**config.mk**
```make
export PLATFORM = sky130hd
export DESIGN_NAME = bus_slave_mem
export DESIGN_NICKNAME = d
export VERILOG_FILES = /design/src/rtl/bus_slave_mem_pkg.sv /design/src/rtl/bus_regfile.sv /design/src/rtl/bus_slave_mem.sv
export SDC_FILE = /design/constraint.sdc
export NUM_CORES = 1
export LEC_CHECK = 0
export ABC_AREA = 1
export BUFFER_PORTS_ARGS = -buffer_cell sky130_fd_sc_hd__buf_4
export CAP_MARGIN = 10
export CORE_AREA = 2 2 200 202
export DETAILED_ROUTE_END_ITERATION = 6
export DIE_AREA = 0 0 202 204
export SLEW_MARGIN = 0
export SYNTH_ARGS = -nofsm -noshare
export SYNTH_HDL_FRONTEND = slang
export SYNTH_SLANG_ARGS = --single-unit
```
**constraint.sdc**
```tcl
create_clock -name clk -period 3.2 [get_ports clk]
set_input_delay 0.16 -clock clk [delete_from_list [all_inputs] [get_ports clk]]
set_output_delay 0.16 -clock clk [all_outputs]
set_load 0.1 [all_outputs]
```
**src/rtl/bus_slave_mem_pkg.sv**
```systemverilog
// Shared bus widths, window geometry and FSM encoding for the bus slave memory.
// Imported by bus_slave_mem and bus_regfile.
package bus_slave_mem_pkg;

    localparam int ADDR_W   = 8;
    localparam int DATA_W   = 8;
    localparam int WIN_SIZE = 32;
    localparam int IDX_W    = 5;

    typedef enum logic [1:0] {
        ST_IDLE    = 2'd0,
        ST_ACCESS  = 2'd1,
        ST_ACK     = 2'd2,
        ST_RELEASE = 2'd3
    } state_t;

    // The window is aligned, so membership is just a match on the upper address bits.
    function automatic logic in_window(input logic [ADDR_W-1:0] addr,
                                       input logic [ADDR_W-1:0] base);
        return addr[ADDR_W-1:IDX_W] == base[ADDR_W-1:IDX_W];
    endfunction

endpackage

```
**src/rtl/bus_regfile.sv**
```systemverilog
// 32 x 8 register file: synchronous write, registered read (write-through on writes), reset-load.
// Output register updates only on i_en; i_clr forces it to zero for out-of-window accesses.
module bus_regfile
    import bus_slave_mem_pkg::*;
#(
    parameter logic [DATA_W-1:0] RESET_DATA = 8'h00
) (
    input  logic              i_clk,
    input  logic              i_reset,
    input  logic              i_en,
    input  logic              i_wr,
    input  logic              i_clr,
    input  logic [IDX_W-1:0]  i_idx,
    input  logic [DATA_W-1:0] i_wr_dat,
    output logic [DATA_W-1:0] o_rd_dat
);

    logic [DATA_W-1:0] r_mem [WIN_SIZE];
    logic [DATA_W-1:0] r_rd_dat;

    always_ff @(posedge i_clk) begin
        if (i_reset) begin
            for (int i = 0; i < WIN_SIZE; i++) begin
                r_mem[i] <= RESET_DATA;
            end
            r_rd_dat <= '0;
        end else if (i_en) begin
            if (i_clr) begin
                r_rd_dat <= '0;
            end else if (i_wr) begin
                r_mem[i_idx] <= i_wr_dat;
                r_rd_dat     <= i_wr_dat;
            end else begin
                r_rd_dat <= r_mem[i_idx];
            end
        end
    end

    assign o_rd_dat = r_rd_dat;

endmodule

```
**src/rtl/bus_slave_mem.sv**
```systemverilog
// Bus slave: level s_sel request, one-cycle s_ack pulse two cycles after s_sel is sampled in IDLE.
// A held request is acknowledged once; s_sel must drop before the next transaction starts.
module bus_slave_mem
    import bus_slave_mem_pkg::*;
#(
    parameter logic [ADDR_W-1:0] BASE_ADDR  = 8'h00,
    parameter logic [DATA_W-1:0] RESET_DATA = 8'h00
) (
    input  logic              clk,
    input  logic              reset,
    input  logic              s_sel,
    input  logic              s_wr,
    input  logic [ADDR_W-1:0] s_address,
    input  logic [DATA_W-1:0] s_din,
    output logic [DATA_W-1:0] s_dout,
    output logic              s_ack,
    output logic              s_err
);

    state_t            r_state;
    state_t            w_next;
    logic              r_wr;
    logic [ADDR_W-1:0] r_addr;
    logic [DATA_W-1:0] r_din;
    logic              r_err;
    logic              w_access;
    logic              w_in_win;

    always_ff @(posedge clk) begin
        if (reset) begin
            r_state <= ST_IDLE;
        end else begin
            r_state <= w_next;
        end
    end

    always_comb begin
        w_next = r_state;
        case (r_state)
            ST_IDLE:    if (s_sel) w_next = ST_ACCESS;
            ST_ACCESS:  w_next = ST_ACK;
            ST_ACK:     w_next = s_sel ? ST_RELEASE : ST_IDLE;
            ST_RELEASE: if (!s_sel) w_next = ST_IDLE;
            default:    w_next = ST_IDLE;
        endcase
    end

    // Request fields are captured only when a transaction starts; later bus changes are ignored.
    always_ff @(posedge clk) begin
        if (reset) begin
            r_wr   <= 1'b0;
            r_addr <= '0;
            r_din  <= '0;
        end else if (r_state == ST_IDLE && s_sel) begin
            r_wr   <= s_wr;
            r_addr <= s_address;
            r_din  <= s_din;
        end
    end

    assign w_access = (r_state == ST_ACCESS);
    assign w_in_win = in_window(r_addr, BASE_ADDR);

    always_ff @(posedge clk) begin
        if (reset) begin
            r_err <= 1'b0;
        end else if (w_access) begin
            r_err <= !w_in_win;
        end
    end

    bus_regfile #(
        .RESET_DATA (RESET_DATA)
    ) u_regfile (
        .i_clk    (clk),
        .i_reset  (reset),
        .i_en     (w_access),
        .i_wr     (r_wr & w_in_win),
        .i_clr    (!w_in_win),
        .i_idx    (r_addr[IDX_W-1:0]),
        .i_wr_dat (r_din),
        .o_rd_dat (s_dout)
    );

    assign s_ack = (r_state == ST_ACK);
    assign s_err = s_ack & r_err;

endmodule
```
Yosys cells after proc, flatten, opt, wreduce, memory -nomap -nowiden
Memory sizes are Yosys's and may differ from the RTL's. A register that Yosys moved wholly into a read port is not among the register bits.
Cells that the tools add are included.
Widths: inputs -> output; s select.

storage, ports and cells
  bits of input ports = 20
  RAM bits = 256
  flip-flop bits (word level) = 28
  word-level logic and storage cells = 38
  memories kept = 1
  output and inout port bits = 10

memories
  name             words  width  rd ports  clocked after Yosys merged registers in  wr ports  RTL line           RTL
  u_regfile.r_mem  32     8      1         1                                        32        bus_regfile.sv:18  logic [DATA_W-1:0] r_mem [WIN_SIZE];

cells by class
  mux-type cells = 18
  reduce and logical (&&, ||, !) cells = 6
  equal/unequal tests = 5
  bitwise gates (word level) = 2

operators with widths
  kind                number
  $mux 8              3
  $mux 5              3
  $mux 1              8
  $pmux 2 s4          1
  $reduce_or 8->1     1
  $mux 2              3
  $eq 2x2->1 const B  2
  $ne 2x2->1 const B  2
  $logic_not 3->1     1
  $and 1x1->1         2
  $eq 2x1->1 const B  1
  $logic_not 2->1     1
  $reduce_and 2->1    1
  $logic_and 1x1->1   1
  $logic_not 1->1     1

Logic depth before layout (Yosys ltp)
Gate-level depths: netlist of the first run.

  word-level depth = 9
  gate-level depth with buffers = 13
  gate-level depth less buffers = 11

By module
Synthesis of the first run repeated with hierarchy kept, for this count alone.

second synthesis, totals
  cell total of the unflattened synthesis = 1,531
  area, all modules = 13,233.9 um^2

modules (own cells, without submodules)
  module         area each (um^2)  cells an instance  instances  seq. area each (um^2)
  bus_regfile    12,313.1          1,398              1          7,847.5
  bus_slave_mem  920.9             133                1          400.4

Worst setup path after synthesis of the first run
OpenSTA, ideal clock, no wires.

  kind = flip-flop to output port
  start = reg r_state[1]
  end = out s_err
  setup slack = 0.639 ns
  data arrival time = 2.401 ns
  data required time = 3.040 ns
  stages on the path, launching flop included = 3
  path buffers = 0
  path through = dfxtp_1 -> inv_1 -> nor3_1

on the way
  cells in the longest elaborated chain, start to end = 2

RTL lines
  element                 RTL line             RTL
  from (decl)             bus_slave_mem.sv:20  state_t r_state;
  from (signal assigned)  bus_slave_mem.sv:33  r_state <= w_next;
  $eq 2x2->1              bus_slave_mem.sv:85  assign s_ack = (r_state == ST_ACK);
  $and 1x1->1             bus_slave_mem.sv:86  assign s_err = s_ack & r_err;
  to (decl)               bus_slave_mem.sv:17  output logic s_err

No other way between the ends.

==> results.sh, run 1 <==
export IMPL_finalClockSkew_ns=0.0128
export IMPL_portBuffers=29
export IMPL_drt_wirelength_per_cell_um=17.2
export IMPL_rr_worst_depth=10
export IMPL_cp_num_buf_inv=4
export IMPL_required_ns=3.42
export IMPL_whs_ns=0.0396
export IMPL_netlist_area_um2=13600
export IMPL_rr_startpoint="r_state[1]"
export IMPL_die_h_um=204
export IMPL_synth_simple_area_share_pct=29.7
export IMPL_dp_hpwl_mm=23.0
export IMPL_cts_resized=0
export IMPL_hp_class="primary input to register"
export IMPL_clkPwrFrac_pct=39.4
export IMPL_worstSetupEndpointType="register"
export IMPL_rrSetupSlack_ns=0.69
export IMPL_max_cap_violations=0
export IMPL_finalNetCount=1562
export IMPL_power_density_nw_per_um2=565
export IMPL_die_area_um2=41200
export IMPL_setup_ws_ns=0.688
export IMPL_synthAdderAreaFrac_pct=0
export IMPL_finalSetupViolCount=0
export IMPL_crit_path_start_kind="register"
export IMPL_root_buffer="clkbuf_16"
export IMPL_pwr_share_comb_pct=11.7
export IMPL_hold_depth=3
export IMPL_worst_path_max_fanout=11
export IMPL_place_gp_congestion=0.857
export IMPL_critical_path_max_stage_delay_ns=0.34
export IMPL_dr_pass1_iters=5
export IMPL_internal_power_w=0.00655
export IMPL_critPathArrivalTime_ns=2.73
export IMPL_fmax_mhz=398
export IMPL_num_vias=10100
export IMPL_clkTransAtPathRegs_ns=0.06
export IMPL_synthMuxAreaShare_pct=0
export IMPL_rsz0062_at_grt="no"
export IMPL_grt_pass1_wl_mm=55.7
export IMPL_clockBufferDepth=3
export IMPL_core_um2=39200
export IMPL_cts_tree="built"
export IMPL_seq_area_frac_synth_pct=61.5
export IMPL_start_util_pct=34.7
export IMPL_worst_ir_drop_vdd_mv=0.465
export IMPL_wirelength_mm=35.9
export IMPL_cts_buffers_inserted=29
export IMPL_grt_start_max_net_pins=67
export IMPL_synth_top_family_by_area="simple AND/OR/NAND/NOR gates"
export IMPL_max_slew_margin_pct=21.7
export IMPL_path_cells="inv_1, nand2_1, inv_1, nand2_2, inv_2, nand3_4, nor3_4, buf_12, nand2_4, nand2_1"
export IMPL_worstMarginPinSlew_ns=1.17
export IMPL_vias_per_cell=4.84
export IMPL_syn2layout_area_growth_pct=14.7
export IMPL_hold_viol_final=0
export IMPL_clock_latency_ns=0.55
export IMPL_finalCritPeriodShare_pct=78.5
export IMPL_h_tree_depth=1
export IMPL_synthCells=1517
export IMPL_swShare_pct=25.5
export IMPL_critPathKind="register to register"
export IMPL_synth_compound_area_share_pct=2.13
export IMPL_first_global_vias=9826
export IMPL_first_iter_violations=738
export IMPL_place_ws_ns=0.712
export IMPL_postRouteAntennaNets=0
export IMPL_avgSynthCellArea_um2=8.95
export IMPL_drive_gt1_share_pct=9.85
export IMPL_cp_top_family="simple AND/OR/NAND/NOR gates"
export IMPL_outcome="finished, final reports clean"
export IMPL_fin_crit_ns=2.51
export IMPL_timing_rr_end="u_regfile.r_mem[29][0]"
export IMPL_antenna_cells=0
export IMPL_drv_slew=0
export IMPL_synth_distinct_cells=22
export IMPL_synth_nets=1537
export IMPL_ys_ff_latch=289
export IMPL_cts_sinks=289
export IMPL_hp_start="s_address[2]"
export IMPL_antenna_found_initial=0
export IMPL_dieWidth_um=202
export IMPL_yosysWarnings=0
export IMPL_gr_total_overflow=0
export IMPL_slowest_stage="nor3_4"
export IMPL_rows=73
export IMPL_post_route_drc_count=0
export IMPL_io_pins=30
export IMPL_tns_ns=0
export IMPL_power_switching_w=0.00225
export IMPL_total_leakage_power_nw=6.73
export IMPL_synth_xor_area_share_pct=0
export IMPL_pwr_share_seq_pct=48.9
export IMPL_grt_usage_pct=17.5
worst min-delay path, cell delays in order:
cell     delay, ns
buf_4         0.08
o21ai_0       0.09
a21oi_1       0.20
state kept, by name, indices dropped and copies added, names as in the netlist, named ones only:
name / flops
u_regfile.r_mem: 256
r_addr: 8
r_din: 8
u_regfile.o_rd_dat: 8
r_state: 2
r_err: 1
r_wr: 1
cell usage after synthesis (all sizes together):
library cell / number / area [um2]
nand2: 466 / 1990
nor3: 15 / 125
clkbuf: 70 / 263
o22ai: 1 / 6.26
o211ai: 2 / 15.0
a21oi: 29 / 145
a211oi: 1 / 7.51
buf: 17 / 70.1
o21ai: 23 / 115
nor2: 278 / 1040
inv: 146 / 548
dfxtp: 33 / 661
clkinv: 9 / 33.8
nand3: 171 / 868
edfxtp: 256 / 7690
logic make-up after synthesis:
family | Yosys count
AO/OA/AOI/OAI | 56
buffers and inverters | 242
flip-flops | 289
AND/OR/NAND/NOR | 930
worst max-delay path by stage:
stage	startpoint	end	slack, ns	cells after the start
5_1_grt	r_state[1]	u_regfile.r_mem[0][4]	0.47	10
3_5_place_dp	r_state[1]	u_regfile.r_mem[29][0]	0.71	10
2_1_floorplan	r_state[1]	s_err	0.64	2
6_report	r_state[1]	u_regfile.r_mem[29][0]	0.69	10
3_3_place_gp	r_state[1]	u_regfile.r_mem[24][0]	0.77	10
4_1_cts	r_state[1]	u_regfile.r_mem[29][0]	0.71	10
layout make-up:
class                   count  area [um2]
clock buffers              38         790
clock inverters            15         185
fillers                  3862       23600
flip-flops and latches    289        8350
multi-input cells         986        4320
repair buffers             81         688
well taps                 525         657
inverters                 155         583
repair_timing:
| item | CTS | global route |
|---|---|---|
| buffers inserted | 0 | 0 |
| hold buffers | 17 | 0 |
| endpoints found under the hold margin | 29 | 0 |
routing by layer:
metal	track usage (%)	share of wire (%)	vias to the layer above
li1	-	-	4922
met1	22.4	42	4846
met2	31.3	50	276
met3	1.64	5.3	61
met4	5.25	2.7	0
met5	0	0	-
stage by stage:
step                      cell area (um2)  utilization [%]  power (W)  std cells
after detailed placement            14400             36.8    0.00538       2019
after global routing                15600             39.7    0.00909       2089
final                               15600             39.7    0.00879       2089
after global placement              14400             36.8    0.00537       2019
after CTS                           15600             39.7    0.00883       2089
after floorplan                     13600                -    0.00501       1517
layout by cell type, fill, tap and decap left out, types with 2 or more instances in the layout:
cell           instances
o21ai_0               23
dlygate4sd3_1         17
buf_12                 3
nor3_1                10
clkinvlp_4             2
clkbuf_1               6
a21oi_1               29
edfxtp_1             256
clkinv_2               6
clkbuf_8               3
nor2_1               278
inv_1                142
inv_2                  3
o211ai_1               2
clkbuf_16             29
clkinv_1              11
nand2_1              433
bufinv_16              4
nor3_4                 4
nand2_4               32
buf_4                 61
dfxtp_1               31
nand3_1              170
power by group through the flow:
stage	Sequential, W	Clock (W)	Combinational [W]
after floorplan	0.00438	0	0.000629
after global placement	0.00437	0	0.000998
after detailed placement	0.00438	0	0.00100
after CTS	0.00430	0.00351	0.00102
after global routing	0.00431	0.00365	0.00112
final	0.00430	0.00347	0.00103
(Power assumes the default switching activity.)
==> run 2: changes to the inputs <==
==> constraint.sdc (replaced) <==
create_clock -name clk -period 2.6 [get_ports clk]
set_input_delay 0.13 -clock clk [delete_from_list [all_inputs] [get_ports clk]]
set_output_delay 0.13 -clock clk [all_outputs]
set_load 0.1 [all_outputs]
==> results.sh, run 2 (same netlist as run 1, synthesis figures left out) <==
export IMPL_finalClockSkew_ns=0.0104
export IMPL_postRouteAntennaNets=0
export IMPL_tns_ns=0
export IMPL_crit_path_start_kind="register"
export IMPL_largest_register="u_regfile.r_mem"
export IMPL_dp_hpwl_mm=22.8
export IMPL_path_cells="inv_1, nand2_1, inv_1, nand2_2, inv_2, nand3_4, nor3_4, buf_4, nand2_4, nand2_1"
export IMPL_num_vias=10200
export IMPL_cts_buffers_inserted=30
export IMPL_post_cts_buffers=0
export IMPL_die_area_um2=41200
export IMPL_vias_per_cell=4.84
export IMPL_core_um2=39200
export IMPL_met3_length_mm=2.32
export IMPL_rsz0062_at_grt="no"
export IMPL_outcome="finished, final reports clean"
export IMPL_gr_total_overflow=0
export IMPL_largest_reg_flops=256
export IMPL_dr_pass1_iters=6
export IMPL_post_route_drc_count=0
export IMPL_fmax_mhz=453
export IMPL_critPathArrivalTime_ns=2.43
export IMPL_clockBufferDepth=3
export IMPL_worst_path_max_fanout=9
export IMPL_cts_sinks=289
export IMPL_highest_layer="met4"
export IMPL_io_pins=30
export IMPL_total_leakage_power_nw=6.81
export IMPL_max_slew_margin_pct=52.0
export IMPL_drv_slew=0
export IMPL_start_util_pct=34.7
export IMPL_power_density_nw_per_um2=709
export IMPL_drive_gt1_share_pct=10.5
export IMPL_final_cell_mix="433 x nand2_1, 278 x nor2_1, 256 x edfxtp_1"
export IMPL_h_tree_depth=1
export IMPL_cp_top_family="simple AND/OR/NAND/NOR gates"
export IMPL_cp_num_buf_inv=4
export IMPL_die_h_um=204
export IMPL_worstSetupEndpointType="register"
export IMPL_finalNetCount=1573
export IMPL_slowest_stage="buf_4"
export IMPL_grt_usage_pct=17.4
export IMPL_mostFrequentLayoutCell="nand2_1"
export IMPL_grt_pass1_wl_mm=55.3
export IMPL_drt_wirelength_per_cell_um=17.0
export IMPL_fin_crit_ns=2.21
export IMPL_dr_wl_met2_mm=17.2
export IMPL_syn2layout_area_growth_pct=16.0
export IMPL_required_ns=2.82
export IMPL_worstMarginPinSlew_ns=0.720
export IMPL_max_cap_violations=0
export IMPL_clkTransAtPathRegs_ns=0.06
export IMPL_critical_path_max_stage_delay_ns=0.35
export IMPL_first_iter_violations=789
export IMPL_hold_viol_final=0
export IMPL_antenna_found_initial=0
export IMPL_first_global_vias=9825
export IMPL_place_gp_congestion=0.866
export IMPL_worst_ir_drop_vdd_mv=0.589
export IMPL_root_buffer="clkbuf_16"
export IMPL_grt_start_max_net_pins=59
export IMPL_antenna_cells=0
export IMPL_portBuffers=29
export IMPL_place_ws_ns=0.410
export IMPL_clock_latency_ns=0.56
export IMPL_finalSetupViolCount=0
export IMPL_finalCritPeriodShare_pct=85.0
export IMPL_wirelength_mm=35.8
export IMPL_critPathKind="register to register"
export IMPL_setup_ws_ns=0.390
export IMPL_wl_met1_mm=15.2
export IMPL_dieWidth_um=202
export IMPL_hp_class="primary input to register"
export IMPL_cts_tree="built"
export IMPL_rows=73
==> run 2: changes by cell type in the layout (fill, tap and decap cells not counted), moves of 2 or more <==
| cell | change |
|---|---|
| buf_4 | +9 |
| clkbuf_16 | +3 |
| clkbuf_8 | -2 |
| clkinv_2 | -4 |
| clkinv_4 | +2 |
| clkinvlp_4 | +2 |
==> run 2: worst paths after layout <==
path	startpoint	end	slack (ns)	depth (start not counted)
setup / recovery	r_state[1]	u_regfile.r_mem[20][2]	0.39	10
hold / removal	s_address[0]	register	0.08	3
setup reg to reg	r_state[1]	u_regfile.r_mem[20][2]	0.39	10
hold reg to reg	u_regfile.o_rd_dat[3]	u_regfile.o_rd_dat[3]	0.47	2
==> run 2: through the flow <==
| step | instance area (um2) | utilization, % | hold WS, ns | std cells | total power, W |
|---|---|---|---|---|---|
| final | 15700 | 40.2 | 0.0806 | 2102 | 0.0112 |
| after global routing | 15700 | 40.2 | 0.108 | 2102 | 0.0115 |
| after CTS | 15700 | 40.2 | 0.0223 | 2102 | 0.0112 |
| after detailed placement | 14500 | 37.0 | 0.367 | 2028 | 0.00664 |
| after global placement | 14500 | 37.0 | 0.364 | 2028 | 0.00662 |
| after floorplan | 13600 | - | 0.265 | 1517 | 0.00617 |
==> run 2: worst min-delay path, delay by kind of cell <==
kind | cells | cell delay [ns]
buffers and inverters | 1 | 0.07
AOI/OAI and AO/OA | 2 | 0.38
==> run 2: layer usage <==
| layer | global-route usage (%) | vias to the layer above |
|---|---|---|
| met5 | 0 | - |
| met4 | 5.62 | 0 |
| met3 | 1.96 | 74 |
| met2 | 30.0 | 348 |
| met1 | 22.9 | 4827 |
| li1 | - | 4933 |
==> run 2: final cells by class <==
type	instances	area, um2
fill	3796	23400
clock inverter	16	230
timing repair buffer	91	766
clock buffer	40	841
tap	525	657
multi-input combinational	986	4320
inverter	155	583
sequential	289	8350
==> run 2: power by group <==
group | internal, W | switching (W)
clock | 0.00278 | 0.00182
combinational | 0.000339 | 0.000940
sequential | 0.00521 | 0.0000778
==> run 2: repair_timing <==
action,in CTS,in global routing
resized for setup,0,0
hold buffers,18,0
hold endpoints to repair,31,0
==> run 3: changes to the inputs <==
==> constraint.sdc (replaced) <==
create_clock -name clk -period 2.26 [get_ports clk]
set_input_delay 0.113 -clock clk [delete_from_list [all_inputs] [get_ports clk]]
set_output_delay 0.113 -clock clk [all_outputs]
set_load 0.1 [all_outputs]
==> results.sh, run 3 (same netlist as run 1, synthesis figures left out) <==
export IMPL_outcome="finished, final reports clean"
export IMPL_fin_cells=2105
export IMPL_first_iter_violations=836
export IMPL_clkPwrFrac_pct=39.1
export IMPL_grt_start_max_net_pins=65
export IMPL_total_leakage_power_nw=6.83
export IMPL_clock_latency_ns=0.56
export IMPL_fin_crit_ns=2.04
export IMPL_syn2layout_area_growth_pct=16.1
export IMPL_antenna_found_initial=0
export IMPL_hold_viol_final=0
export IMPL_grt_usage_pct=17.2
export IMPL_wirelength_mm=35.7
export IMPL_slowest_stage="dfxtp_1"
export IMPL_crit_path_start_kind="register"
export IMPL_cts_sinks=289
export IMPL_rows=73
export IMPL_max_slew_margin_pct=57.8
export IMPL_worstMarginPinSlew_ns=0.630
export IMPL_finalNetCount=1578
export IMPL_drv_slew=0
export IMPL_whs_ns=0.0408
export IMPL_mostFrequentLayoutCell="nand2_1"
export IMPL_drt_wirelength_per_cell_um=16.9
export IMPL_swShare_pct=25.8
export IMPL_io_pins=30
export IMPL_holdBufCountCts=15
export IMPL_cp_num_buf_inv=4
export IMPL_rsz0062_at_grt="no"
export IMPL_critPathKind="register to register"
export IMPL_finish_utilization_pct=40.2
export IMPL_core_um2=39200
export IMPL_max_cap_violations=0
export IMPL_die_h_um=204
export IMPL_clockBufferDepth=3
export IMPL_internal_power_w=0.00924
export IMPL_fmax_mhz=489
export IMPL_path_cells="inv_1, nand2_1, inv_1, nand2_2, inv_2, nand3_4, nor3_4, buf_4, nand2_4, nand2_1"
export IMPL_worstSetupEndpointType="register"
export IMPL_rrSetupSlack_ns=0.22
export IMPL_first_global_vias=9912
export IMPL_place_gp_congestion=0.840
export IMPL_power_switching_w=0.00322
export IMPL_vias_per_cell=4.87
export IMPL_cts_buffers_inserted=31
export IMPL_finalCritPeriodShare_pct=90.4
export IMPL_worst_ir_drop_vdd_mv=0.616
export IMPL_largest_register="u_regfile.r_mem"
export IMPL_critPathArrivalTime_ns=2.26
export IMPL_num_vias=10200
export IMPL_cts_resized=0
export IMPL_largest_reg_flops=256
export IMPL_dp_hpwl_mm=23.2
export IMPL_post_route_drc_count=0
export IMPL_worst_path_max_fanout=9
export IMPL_dr_pass1_iters=7
export IMPL_dieWidth_um=202
export IMPL_hp_class="primary input to register"
export IMPL_pwr_share_seq_pct=48.8
export IMPL_portBuffers=29
export IMPL_cts_tree="built"
export IMPL_finalClockSkew_ns=0.0186
export IMPL_required_ns=2.48
export IMPL_finalSetupViolCount=0
export IMPL_power_density_nw_per_um2=790
export IMPL_critical_path_max_stage_delay_ns=0.32
export IMPL_start_util_pct=34.7
export IMPL_gr_total_overflow=0
export IMPL_die_area_um2=41200
export IMPL_grt_pass1_wl_mm=55.2
export IMPL_dp_cells=2035
export IMPL_final_cell_mix="433 x nand2_1, 278 x nor2_1, 256 x edfxtp_1"
export IMPL_nFillCells=3914
export IMPL_pwr_share_comb_pct=12.2
export IMPL_drive_gt1_share_pct=10.8
export IMPL_root_buffer="clkbuf_16"
export IMPL_antenna_cells=0
export IMPL_post_cts_buffers=0
export IMPL_h_tree_depth=1
export IMPL_tns_ns=0
export IMPL_cp_top_family="simple AND/OR/NAND/NOR gates"
export IMPL_clkTransAtPathRegs_ns=0.06
export IMPL_postRouteAntennaNets=0
==> run 3: cell count changes in the layout (fill, tap and decap cells not counted), sizes merged <==
cell	delta
buf	+7
bufinv	-2
clkbuf	-4
clkinv	+9
clkinvlp	-3
dlygate4sd3	-3
inv	-1
==> run 3: final cells by class <==
| class | instances | area (um2) | area share (%) |
|---|---|---|---|
| clock buffers | 36 | 795 | 5.04 |
| clock inverters | 19 | 165 | 1.05 |
| inverters | 155 | 583 | 3.70 |
| multi-input cells | 986 | 4320 | 27.4 |
| flip-flops and latches | 289 | 8350 | 53.0 |
| well taps | 525 | 657 | 4.17 |
| repair buffers | 95 | 888 | 5.64 |
==> run 3: tightest hold or removal path, delay by kind of cell <==
kind | cells | cell delay, ns
buffers and inverters | 1 | 0.07
AO/OA/AOI/OAI | 2 | 0.36
==> run 3: per-layer routing <==
| metal | routed length (um) | track usage [%] |
|---|---|---|
| met5 | 0 | 0 |
| met4 | 726 | 3.97 |
| met3 | 2210 | 2.15 |
| met2 | 17400 | 29.9 |
| met1 | 15400 | 23.0 |
==> run 3: final timing paths <==
path,from,to,cells past startpoint
worst max-delay path,r_state[1],u_regfile.r_mem[13][2],10
worst min-delay path,s_address[1],register,3
worst max register to register,r_state[1],u_regfile.r_mem[13][2],10
worst min register to register,r_din[2],r_din[2],2
==> run 3: power groups by stage <==
stage | clock (W) | sequential, W | combinational (W)
after global routing | 0.00510 | 0.00609 | 0.00167
after floorplan | 0 | 0.00620 | 0.000891
after detailed placement | 0 | 0.00619 | 0.00149
after CTS | 0.00492 | 0.00608 | 0.00152
final | 0.00487 | 0.00608 | 0.00152
after global placement | 0 | 0.00619 | 0.00148
==> run 3: per-stage QoR <==
| stage | area [um2] | power (W) | worst slack, ns |
|---|---|---|---|
| finish | 15800 | 0.0125 | 0.216 |
| global route | 15800 | 0.0129 | 0.0393 |
| CTS | 15800 | 0.0125 | 0.212 |
| detailed placement | 14700 | 0.00768 | 0.231 |
| global placement | 14700 | 0.00767 | 0.259 |
| floorplan | 13600 | 0.00710 | 0.116 |
